===== src/rtl/ifu_icb_arbiter_pkg.sv =====
// Shared constants for the IFU/LSU ICB arbiter: master IDs, default depth, bus widths.
`ifndef PC_Size
`define PC_Size 32
`endif
`ifndef IR_Size
`define IR_Size 32
`endif

package ifu_icb_arbiter_pkg;

   localparam int unsigned ARB_AW             = `PC_Size;
   localparam int unsigned ARB_DW             = `IR_Size;
   localparam int unsigned OUTS_DEPTH_DEFAULT = 2;

   localparam logic ARB_ID_IFU = 1'b0;
   localparam logic ARB_ID_LSU = 1'b1;

   // Pointer width for a FIFO of the given depth; never narrower than one bit.
   function automatic int unsigned ptr_w(int unsigned depth);
      return (depth > 1) ? $clog2(depth) : 1;
   endfunction

endpackage


===== src/rtl/ifu_icb_arbiter_if.sv =====
// ICB command/response bundle; master drives commands, slave drives responses.
interface ifu_icb_arbiter_if #(
   parameter int unsigned AW = 32,
   parameter int unsigned DW = 32
);
   logic            cmd_valid;
   logic            cmd_ready;
   logic [AW-1:0]   cmd_addr;
   logic            cmd_read;
   logic [DW-1:0]   cmd_wdata;
   logic [DW/8-1:0] cmd_wmask;
   logic            rsp_valid;
   logic            rsp_ready;
   logic            rsp_err;
   logic [DW-1:0]   rsp_rdata;

   modport master (
      output cmd_valid, cmd_addr, cmd_read, cmd_wdata, cmd_wmask, rsp_ready,
      input  cmd_ready, rsp_valid, rsp_err, rsp_rdata
   );

   modport slave (
      input  cmd_valid, cmd_addr, cmd_read, cmd_wdata, cmd_wmask, rsp_ready,
      output cmd_ready, rsp_valid, rsp_err, rsp_rdata
   );
endinterface


===== src/rtl/ifu_arb_id_fifo.sv =====
// In-order FIFO of 1-bit owner IDs for outstanding arbiter commands.
module ifu_arb_id_fifo
   import ifu_icb_arbiter_pkg::*;
#(
   parameter int unsigned DEPTH = OUTS_DEPTH_DEFAULT,
   localparam int unsigned PW   = ptr_w(DEPTH),
   localparam int unsigned CW   = $clog2(DEPTH) + 1
) (
   input  logic          clk,
   input  logic          rst,
   input  logic          push,
   input  logic          pop,
   input  logic          din,
   output logic          dout,
   output logic          empty,
   output logic          full,
   output logic [CW-1:0] count
);

   logic [DEPTH-1:0] mem_q;
   logic [PW-1:0]    wr_ptr_q, rd_ptr_q;
   logic [CW-1:0]    count_q;
   logic             do_push, do_pop;

   function automatic logic [PW-1:0] ptr_inc(logic [PW-1:0] p);
      return (p == PW'(DEPTH - 1)) ? '0 : p + 1'b1;
   endfunction

   assign empty   = (count_q == '0);
   assign full    = (count_q == CW'(DEPTH));
   assign count   = count_q;
   assign dout    = mem_q[rd_ptr_q];
   assign do_push = push & ~full;
   assign do_pop  = pop & ~empty;

   always_ff @(posedge clk or posedge rst) begin
      if (rst) begin
         mem_q    <= '0;
         wr_ptr_q <= '0;
         rd_ptr_q <= '0;
         count_q  <= '0;
      end else begin
         if (do_push) begin
            mem_q[wr_ptr_q] <= din;
            wr_ptr_q        <= ptr_inc(wr_ptr_q);
         end
         if (do_pop) begin
            rd_ptr_q <= ptr_inc(rd_ptr_q);
         end
         // Push and pop together leave the occupancy unchanged.
         if (do_push && !do_pop) begin
            count_q <= count_q + 1'b1;
         end else if (do_pop && !do_push) begin
            count_q <= count_q - 1'b1;
         end
      end
   end

endmodule


===== src/rtl/ifu_icb_arbiter.sv =====
// Round-robin 2:1 ICB arbiter sharing the ITCM port between IFU fetch (m0) and LSU/debug (m1).
module ifu_icb_arbiter
   import ifu_icb_arbiter_pkg::*;
#(
   parameter int unsigned AW         = ARB_AW,
   parameter int unsigned DW         = ARB_DW,
   parameter int unsigned OUTS_DEPTH = OUTS_DEPTH_DEFAULT,
   localparam int unsigned CW        = $clog2(OUTS_DEPTH) + 1
) (
   input  logic clk,
   input  logic rst,
   ifu_icb_arbiter_if.slave  m0,
   ifu_icb_arbiter_if.slave  m1,
   ifu_icb_arbiter_if.master s,
   output logic arb_idle,
   output logic arb_err
);

   logic          gnt_id;
   logic          last_grant_q;
   logic          cmd_hs, rsp_hs;
   logic          head_id;
   logic          fifo_empty, fifo_full;
   logic [CW-1:0] fifo_count;

   // Tie goes to whichever master was not granted last.
   always_comb begin
      gnt_id = ARB_ID_IFU;
      if (m0.cmd_valid && m1.cmd_valid) begin
         gnt_id = ~last_grant_q;
      end else if (m1.cmd_valid) begin
         gnt_id = ARB_ID_LSU;
      end
   end

   assign s.cmd_valid = ~rst & (m0.cmd_valid | m1.cmd_valid) & ~fifo_full;
   assign s.cmd_addr  = (gnt_id == ARB_ID_LSU) ? m1.cmd_addr  : m0.cmd_addr;
   assign s.cmd_read  = (gnt_id == ARB_ID_LSU) ? m1.cmd_read  : 1'b1;
   assign s.cmd_wdata = (gnt_id == ARB_ID_LSU) ? m1.cmd_wdata : '0;
   assign s.cmd_wmask = (gnt_id == ARB_ID_LSU) ? m1.cmd_wmask : '0;

   assign m0.cmd_ready = ~rst & s.cmd_ready & ~fifo_full & (gnt_id == ARB_ID_IFU);
   assign m1.cmd_ready = ~rst & s.cmd_ready & ~fifo_full & (gnt_id == ARB_ID_LSU);

   assign cmd_hs = s.cmd_valid & s.cmd_ready;

   // Only the valid is steered; data and error fan out to both masters.
   assign m0.rsp_valid = ~rst & s.rsp_valid & ~fifo_empty & (head_id == ARB_ID_IFU);
   assign m1.rsp_valid = ~rst & s.rsp_valid & ~fifo_empty & (head_id == ARB_ID_LSU);
   assign m0.rsp_rdata = s.rsp_rdata;
   assign m1.rsp_rdata = s.rsp_rdata;
   assign m0.rsp_err   = s.rsp_err;
   assign m1.rsp_err   = s.rsp_err;

   assign s.rsp_ready = ~rst & ~fifo_empty &
                        ((head_id == ARB_ID_LSU) ? m1.rsp_ready : m0.rsp_ready);

   assign rsp_hs = s.rsp_valid & s.rsp_ready;

   assign arb_idle = (fifo_count == '0) & ~s.cmd_valid;

   ifu_arb_id_fifo #(
      .DEPTH (OUTS_DEPTH)
   ) u_id_fifo (
      .clk   (clk),
      .rst   (rst),
      .push  (cmd_hs),
      .pop   (rsp_hs),
      .din   (gnt_id),
      .dout  (head_id),
      .empty (fifo_empty),
      .full  (fifo_full),
      .count (fifo_count)
   );

   always_ff @(posedge clk or posedge rst) begin
      if (rst) begin
         last_grant_q <= ARB_ID_LSU;
         arb_err      <= 1'b0;
      end else begin
         if (cmd_hs) begin
            last_grant_q <= gnt_id;
         end
         // A response with nothing outstanding is a slave protocol violation.
         if (s.rsp_valid && fifo_empty) begin
            arb_err <= 1'b1;
         end
      end
   end

endmodule


===== src/flat_wrapper.sv =====
// flat-port wrapper written by rule: the top's interface ports become plain ports
module ifu_icb_arbiter_flat import ifu_icb_arbiter_pkg::*;
#(
   parameter int unsigned AW         = ARB_AW,
   parameter int unsigned DW         = ARB_DW,
   parameter int unsigned OUTS_DEPTH = OUTS_DEPTH_DEFAULT,
   localparam int unsigned CW        = $clog2(OUTS_DEPTH) + 1
)
  (clk, rst, arb_idle, arb_err, m0_cmd_valid, m0_cmd_addr, m0_cmd_read, m0_cmd_wdata, m0_cmd_wmask, m0_rsp_ready, m0_cmd_ready, m0_rsp_valid, m0_rsp_err, m0_rsp_rdata, m1_cmd_valid, m1_cmd_addr, m1_cmd_read, m1_cmd_wdata, m1_cmd_wmask, m1_rsp_ready, m1_cmd_ready, m1_rsp_valid, m1_rsp_err, m1_rsp_rdata, s_cmd_valid, s_cmd_addr, s_cmd_read, s_cmd_wdata, s_cmd_wmask, s_rsp_ready, s_cmd_ready, s_rsp_valid, s_rsp_err, s_rsp_rdata);
  ifu_icb_arbiter_if #(.AW(AW), .DW(DW)) m0_i ();
  ifu_icb_arbiter_if #(.AW(AW), .DW(DW)) m1_i ();
  ifu_icb_arbiter_if #(.AW(AW), .DW(DW)) s_i ();
  input  logic clk;
  input  logic rst;
  output logic arb_idle;
  output logic arb_err;
  input wire logic [$bits(m0_i.cmd_valid)-1:0] m0_cmd_valid;
  input wire logic [$bits(m0_i.cmd_addr)-1:0] m0_cmd_addr;
  input wire logic [$bits(m0_i.cmd_read)-1:0] m0_cmd_read;
  input wire logic [$bits(m0_i.cmd_wdata)-1:0] m0_cmd_wdata;
  input wire logic [$bits(m0_i.cmd_wmask)-1:0] m0_cmd_wmask;
  input wire logic [$bits(m0_i.rsp_ready)-1:0] m0_rsp_ready;
  output wire logic [$bits(m0_i.cmd_ready)-1:0] m0_cmd_ready;
  output wire logic [$bits(m0_i.rsp_valid)-1:0] m0_rsp_valid;
  output wire logic [$bits(m0_i.rsp_err)-1:0] m0_rsp_err;
  output wire logic [$bits(m0_i.rsp_rdata)-1:0] m0_rsp_rdata;
  input wire logic [$bits(m1_i.cmd_valid)-1:0] m1_cmd_valid;
  input wire logic [$bits(m1_i.cmd_addr)-1:0] m1_cmd_addr;
  input wire logic [$bits(m1_i.cmd_read)-1:0] m1_cmd_read;
  input wire logic [$bits(m1_i.cmd_wdata)-1:0] m1_cmd_wdata;
  input wire logic [$bits(m1_i.cmd_wmask)-1:0] m1_cmd_wmask;
  input wire logic [$bits(m1_i.rsp_ready)-1:0] m1_rsp_ready;
  output wire logic [$bits(m1_i.cmd_ready)-1:0] m1_cmd_ready;
  output wire logic [$bits(m1_i.rsp_valid)-1:0] m1_rsp_valid;
  output wire logic [$bits(m1_i.rsp_err)-1:0] m1_rsp_err;
  output wire logic [$bits(m1_i.rsp_rdata)-1:0] m1_rsp_rdata;
  output wire logic [$bits(s_i.cmd_valid)-1:0] s_cmd_valid;
  output wire logic [$bits(s_i.cmd_addr)-1:0] s_cmd_addr;
  output wire logic [$bits(s_i.cmd_read)-1:0] s_cmd_read;
  output wire logic [$bits(s_i.cmd_wdata)-1:0] s_cmd_wdata;
  output wire logic [$bits(s_i.cmd_wmask)-1:0] s_cmd_wmask;
  output wire logic [$bits(s_i.rsp_ready)-1:0] s_rsp_ready;
  input wire logic [$bits(s_i.cmd_ready)-1:0] s_cmd_ready;
  input wire logic [$bits(s_i.rsp_valid)-1:0] s_rsp_valid;
  input wire logic [$bits(s_i.rsp_err)-1:0] s_rsp_err;
  input wire logic [$bits(s_i.rsp_rdata)-1:0] s_rsp_rdata;
  assign m0_i.cmd_valid = m0_cmd_valid;
  assign m0_i.cmd_addr = m0_cmd_addr;
  assign m0_i.cmd_read = m0_cmd_read;
  assign m0_i.cmd_wdata = m0_cmd_wdata;
  assign m0_i.cmd_wmask = m0_cmd_wmask;
  assign m0_i.rsp_ready = m0_rsp_ready;
  assign m0_cmd_ready = m0_i.cmd_ready;
  assign m0_rsp_valid = m0_i.rsp_valid;
  assign m0_rsp_err = m0_i.rsp_err;
  assign m0_rsp_rdata = m0_i.rsp_rdata;
  assign m1_i.cmd_valid = m1_cmd_valid;
  assign m1_i.cmd_addr = m1_cmd_addr;
  assign m1_i.cmd_read = m1_cmd_read;
  assign m1_i.cmd_wdata = m1_cmd_wdata;
  assign m1_i.cmd_wmask = m1_cmd_wmask;
  assign m1_i.rsp_ready = m1_rsp_ready;
  assign m1_cmd_ready = m1_i.cmd_ready;
  assign m1_rsp_valid = m1_i.rsp_valid;
  assign m1_rsp_err = m1_i.rsp_err;
  assign m1_rsp_rdata = m1_i.rsp_rdata;
  assign s_cmd_valid = s_i.cmd_valid;
  assign s_cmd_addr = s_i.cmd_addr;
  assign s_cmd_read = s_i.cmd_read;
  assign s_cmd_wdata = s_i.cmd_wdata;
  assign s_cmd_wmask = s_i.cmd_wmask;
  assign s_rsp_ready = s_i.rsp_ready;
  assign s_i.cmd_ready = s_cmd_ready;
  assign s_i.rsp_valid = s_rsp_valid;
  assign s_i.rsp_err = s_rsp_err;
  assign s_i.rsp_rdata = s_rsp_rdata;
  ifu_icb_arbiter #(.AW(AW), .DW(DW), .OUTS_DEPTH(OUTS_DEPTH)) u_core (.clk(clk), .rst(rst), .m0(m0_i), .m1(m1_i), .s(s_i), .arb_idle(arb_idle), .arb_err(arb_err));
endmodule

===== config.mk =====
export PLATFORM = sky130hd
export DESIGN_NAME = ifu_icb_arbiter_flat
export DESIGN_NICKNAME = d
export VERILOG_FILES = /design/src/rtl/ifu_icb_arbiter_pkg.sv /design/src/rtl/ifu_icb_arbiter_if.sv /design/src/rtl/ifu_arb_id_fifo.sv /design/src/rtl/ifu_icb_arbiter.sv /design/src/flat_wrapper.sv
export SDC_FILE = /design/constraint.sdc
export NUM_CORES = 1
export LEC_CHECK = 0
export ABC_AREA = 1
export BUFFER_PORTS_ARGS = -buffer_cell sky130_fd_sc_hd__buf_2
export CAP_MARGIN = 40
export CORE_AREA = 2 2 124 126
export CTS_BUF_LIST = sky130_fd_sc_hd__clkbuf_2 sky130_fd_sc_hd__clkbuf_4 sky130_fd_sc_hd__clkbuf_8
export DETAILED_ROUTE_END_ITERATION = 10
export DIE_AREA = 0 0 126 128
export PLACE_DENSITY_LB_ADDON = 0.3
export SKIP_CTS_REPAIR_TIMING = 1
export SYNTH_ARGS = -nofsm -noshare
export SYNTH_HDL_FRONTEND = slang
export SYNTH_SLANG_ARGS = --single-unit

===== constraint.sdc =====
create_clock -name clk -period 2 [get_ports clk]
set_input_delay 0.4 -clock clk [delete_from_list [all_inputs] [get_ports clk]]
set_output_delay 0.4 -clock clk [all_outputs]
set_load 0.05 [all_outputs]

# Yosys cells after proc, flatten, opt, wreduce, memory -nomap -nowiden
# Cells that the tools add are included.
dict set report totals {
  register_bits 8
  latchBits 0
  ram_bits 0
  rom_bits 0
  output_inout_bits 143
  wordCells 64
  n_memories 0
}
dict set report classes {
  n_addsub 4
  n_mul 0
  div_mod_pow 0
  n_lt_le_gt_ge 3
  n_eq_ne 1
  shifts 0
  muxes 16
  bitwise_logic 25
  reduce_logical 9
}
# operator n
set ops {}
lappend ops {{$mux W32} 2}
lappend ops {{$and A1 B1 Y1} 17}
lappend ops {{$mux W1} 9}
lappend ops {{$not A1 Y1} 7}
lappend ops {{$logic_and A1 B1 Y1} 5}
lappend ops {{$lt A1 B2 Y1 const B} 2}
lappend ops {{$mux W2} 2}
lappend ops {{$mux W4} 1}
lappend ops {{$add A1 B1 Y1 const B} 2}
lappend ops {{$add A2 B1 Y2 const B} 1}
lappend ops {{$bwmux W2} 1}
lappend ops {{$eq A2 B2 Y1 const B} 1}
lappend ops {{$logic_not A1 Y1} 2}
lappend ops {{$logic_not A2 Y1} 1}
lappend ops {{$reduce_bool A2 Y1} 1}
lappend ops {{$sub A2 B1 Y2 const B} 1}
lappend ops {{$demux W1 S1} 1}
lappend ops {{$ge A1 B1 Y1 const B} 1}
lappend ops {{$or A1 B1 Y1} 1}

# Depth between registers and ports, before layout
dict set report logic_depth {
  ltp_word 9
  ltp_mapped 10
}

# By module
# From an unflattened synthesis, not the netlist that was laid out.
dict set report unflattened {
  cells_unflattened 327
  hier_area_um2 1726.7
}
# module n_inst cells_each area_per_inst_um2
set modules_own_cells {}
lappend modules_own_cells {ifu_icb_arbiter 1 280 1391.3}
lappend modules_own_cells {ifu_arb_id_fifo 1 47 335.3}

# Least setup slack after synthesis
# No wires, ideal clock.
dict set report synth_path {
  path_kind {input port to output port}
  start {input port m1_cmd_valid}
  end {output port arb_idle}
  arrival_ns 1.991
  required_ns 1.600
  setup_slack_ns -0.391
  stages 5
  path_cell_list {or2_1 buf_6 nand2_2 nor2_2 nor3_1}
}
dict set report synth_via {
  elab_chain_len 5
}
# item line
set synth_rtl {}
lappend synth_rtl {{from (decl)} flat_wrapper.sv:27} ;# input wire logic [$bits(m1_i.cmd_valid)-1:0] m1_cmd_valid;
lappend synth_rtl {{$or A1 B1 Y1} ifu_icb_arbiter.sv:36} ;# assign s.cmd_valid = ~rst & (m0.cmd_valid | m1.cmd_valid) & ~fifo_full;
lappend synth_rtl {{$and A1 B1 Y1 (2 in a row)} ifu_icb_arbiter.sv:36}
lappend synth_rtl {{named net s_cmd_valid} flat_wrapper.sv:37} ;# output wire logic [$bits(s_i.cmd_valid)-1:0] s_cmd_valid;
lappend synth_rtl {{$not A1 Y1} ifu_icb_arbiter.sv:60} ;# assign arb_idle = (fifo_count == '0) & ~s.cmd_valid;
lappend synth_rtl {{$and A1 B1 Y1} ifu_icb_arbiter.sv:60}
lappend synth_rtl {{to (decl)} flat_wrapper.sv:15} ;# output logic arb_idle;
# The timed path passes the listed nets, and every way through them passes these cells.

# Final worst setup path
dict set report layout_path {
  start {register u_core.last_grant_q}
  end {output port m1_cmd_ready}
}
dict set report layout_via {
  elab_chain_len 3
}
# item line
set layout_rtl {}
lappend layout_rtl {{from (decl)} ifu_icb_arbiter.sv:20} ;# logic last_grant_q;
lappend layout_rtl {{from (signal assigned)} ifu_icb_arbiter.sv:82} ;# last_grant_q <= gnt_id;
lappend layout_rtl {{$not A1 Y1} ifu_icb_arbiter.sv:30} ;# gnt_id = ~last_grant_q;
lappend layout_rtl {{$mux W1} ifu_icb_arbiter.sv:29} ;# if (m0.cmd_valid && m1.cmd_valid) begin
lappend layout_rtl {{$and A1 B1 Y1} ifu_icb_arbiter.sv:43} ;# assign m1.cmd_ready = ~rst & s.cmd_ready & ~fifo_full & (gnt_id == ARB_ID_LSU);
lappend layout_rtl {{to (decl)} flat_wrapper.sv:33} ;# output wire logic [$bits(m1_i.cmd_ready)-1:0] m1_cmd_ready;
# Every way passes these cells.

==> flow_summary.json <==
{
  "synth_compound_area_share_pct": 0.734,
  "synth_area_per_cell_um2": 5.44,
  "vias_per_cell": 3.22,
  "synthDistinctLibCells": 23,
  "timing.final.hold_violations": 0,
  "synth_nets": 493,
  "power_frac_clock_pct": 9.1,
  "worstPathArrival_ps": 1540,
  "dieArea_um2": 16100,
  "layout_common_cells": "160 x buf_2, 115 x nand2_1, 45 x inv_1, 39 x nor2_1, 13 x buf_4",
  "wl_met1_um": 2540,
  "setup_violations": 0,
  "power_mw": 2.46,
  "cts_tree": "yes",
  "remaining_drc_errors": 0,
  "drt_pass1_iterations": 4,
  "final_common_cell": "buf_2",
  "cpMaxStageDelayCell": "dfstp_2",
  "route.met2.wl_um": 3800,
  "yosys_warnings": 0,
  "syn_to_final_growth_pct": 54.7,
  "synth_area_um2": 1700,
  "gp_congestion": 0.719,
  "cts_buffer_depth": 2,
  "status": "completed",
  "critPathLaunch": "u_core.last_grant_q$_DFFE_PP1P_",
  "ys_ff_latch": 8,
  "drt_wl_total_um": 7080,
  "async_flop_share_pct": 100,
  "grt_pass1_wl_um": 9380,
  "p_per_area_nw_per_um2": 933,
  "pre_cts_ws_ps": 180,
  "period_share_pct": 97.1,
  "switching_share_pct": 60.9,
  "synthCells": 313,
  "p_switching_mw": 1.50,
  "synthMuxAreaShare_pct": 0,
  "highest-signal-layer": "met4",
  "clk_pin_slew_worst_paths_ps": 50,
  "cts_sinks": 8,
  "start_util_pct": 11.5,
  "drive_gt1_share_pct": 49.4,
  "critPathCaptureType": "output port",
  "cts-root-buf": "clkbuf_8",
  "ys_seq_area_share_pct": 11.8,
  "timing.slew.headroom_pct": 80.9,
  "cp.required_ps": 1600,
  "drt-initial-drc-count": 35,
  "grt_antenna_before_repair": 3,
  "worstSetupStartpointType": "register",
  "wl_met3_um": 615,
  "worstPathCellList": "nand2_1 -> nand2_4 -> inv_2 -> buf_12 -> nand2_1 -> inv_1 -> buf_2",
  "fmax_mhz": 515,
  "rsz0062_at_grt": "yes",
  "worst_hold_path_type": "input pin to asynchronous set/reset pin",
  "dieWidth_um": 126,
  "fillers": 1744,
  "path_class": "register to output port",
  "seq_power_share_pct": 12.6,
  "dp_hpwl_um": 5950,
  "row_count": 45,
  "drtAntennaViolNets": 0,
  "maxSlewViolCount": 0,
  "cts_buffers": 3,
  "critPathMaxStageDelay_ps": 520,
  "synth_top_family_by_area": "buffers and inverters",
  "p_leak_nw": 1.73,
  "rr_startpoint": "u_core.u_id_fifo.count[0]$_DFFE_PP0P_",
  "comb_power_share_pct": 78.3,
  "crit_fanout": 16,
  "fin_nets": 614,
  "intPower_mw": 0.962,
  "synthSimpleGateAreaFrac_pct": 42.2,
  "port_buffers": 185,
  "grt_overflow_total": 0,
  "io_pins": 322,
  "wl_per_cell_um": 11.4,
  "synth_ff_type": "dfrtp_1",
  "tightestPinTransition_ps": 285,
  "cpMostUsedCell": "nand2_1",
  "core_area_um2": 14900,
  "yosys.area_share.adder_pct": 0.734,
  "final_cell_area_um2": 2640,
  "fin_worst_skew_ps": 3.22,
  "dieHeight_um": 128,
  "clk_latency_ps": 230,
  "period_minus_slack_ps": 1940,
  "synth_edf_count": 0,
  "grt_max_degree": 38,
  "route.vias.total": 2007,
  "maxCapViolations": 0,
  "layout_setup_ws_ps": 57.9,
  "place_area_um2": 2430,
  "h-tree-depth": 1,
  "grt_usage_pct": 7.23,
  "synthXorXnorAreaFrac_pct": 1.03,
  "first_global_vias": 1802,
  "vdd_drop_max_v": 0.000491
}
sequential cells by signal, summed over array words and instances (netlist names):
| name | flops |
|---|---|
| u_core.arb_err | 1 |
| u_core.last_grant_q | 1 |
| u_core.u_id_fifo.count | 2 |
| u_core.u_id_fifo.mem_q | 2 |
| u_core.u_id_fifo.rd_ptr_q | 1 |
| u_core.u_id_fifo.wr_ptr_q | 1 |
worst max-delay path, delay by kind of cell, from the launching register on:
family / cells / cell delay [ps]
AND/OR/NAND/NOR: 3 / 310
buffers and inverters: 4 / 480
flip-flops: 1 / 520
metal layers:
layer	vias up	GRT usage (%)
met4	0	1.55
li1	1082	-
met1	799	7.20
met5	-	0
met3	19	2.25
met2	107	14.5
per-stage QoR:
stage | setup TNS [ps] | std cells | hold slack, ps | utilization, %
6_report | 0 | 623 | 179 | 17.7
5_1_grt | -109 | 623 | 195 | 17.7
4_1_cts | -213 | 618 | 187 | 16.7
3_5_place_dp | 0 | 614 | 433 | 16.3
3_3_place_gp | 0 | 614 | 436 | 16.3
2_1_floorplan | 0 | 313 | 189 | -
cells by family (layout without fill, tap and decap cells):
group | Yosys count | count (layout)
AOI/OAI and AO/OA | 2 | 2
adders and majority gates | 1 | 1
other | 0 | 2
xor gates and xnor gates | 2 | 2
DFF | 8 | 8
and+or+nand+nor | 176 | 176
buffers and inverters | 124 | 244
synth_stat cells, types with 2 or more instances:
cell / count / area [µm²]
nor2_4: 2 / 22.5
inv_2: 2 / 7.51
dfrtp_1: 7 / 175
inv_1: 45 / 169
nand3_1: 3 / 15.0
nand4_1: 3 / 18.8
nand2_1: 118 / 443
buf_4: 69 / 518
nor2_2: 3 / 18.8
or2_1: 2 / 12.5
nor3_1: 2 / 10.0
buf_2: 7 / 35.0
nand2_2: 2 / 12.5
nor2_1: 39 / 146
power by group through the flow:
stage	sequential [mW]	combinational, mW	clock [mW]
final	0.309	1.93	0.224
after detailed placement	0.313	1.82	0
after CTS	0.312	1.83	0.231
after floorplan	0.299	1.68	0
after global placement	0.316	1.82	0
after global routing	0.323	2.06	0.239
final timing paths:
path / end / slack [ps] / cells after the start
min in group clk: u_core.arb_err$_DFFE_PP0P_ / 390 / 2
worst min-delay path: u_core.u_id_fifo.count[0]$_DFFE_PP0P_ / 180 / 3
worst max-delay path: m1_cmd_ready / 60 / 7
max in group asynchronous: u_core.last_grant_q$_DFFE_PP1P_ / 1600 / 3
worst max register to register: u_core.u_id_fifo.count[1]$_DFFE_PP0P_ / 350 / 8
worst min register to register: u_core.arb_err$_DFFE_PP0P_ / 450 / 1
layout make-up:
cell class	instances	area [µm²]	share of cell area, %
Timing Repair Buffer	193	1180	44.9
Multi-Input combinational cell	181	785	29.8
Tap cell	188	235	8.92
Sequential cell	8	201	7.64
Inverter	47	176	6.69
Clock buffer	4	48.8	1.85
Antenna cell	2	5.00	0.190
Power figures use the tool's default switching activity.
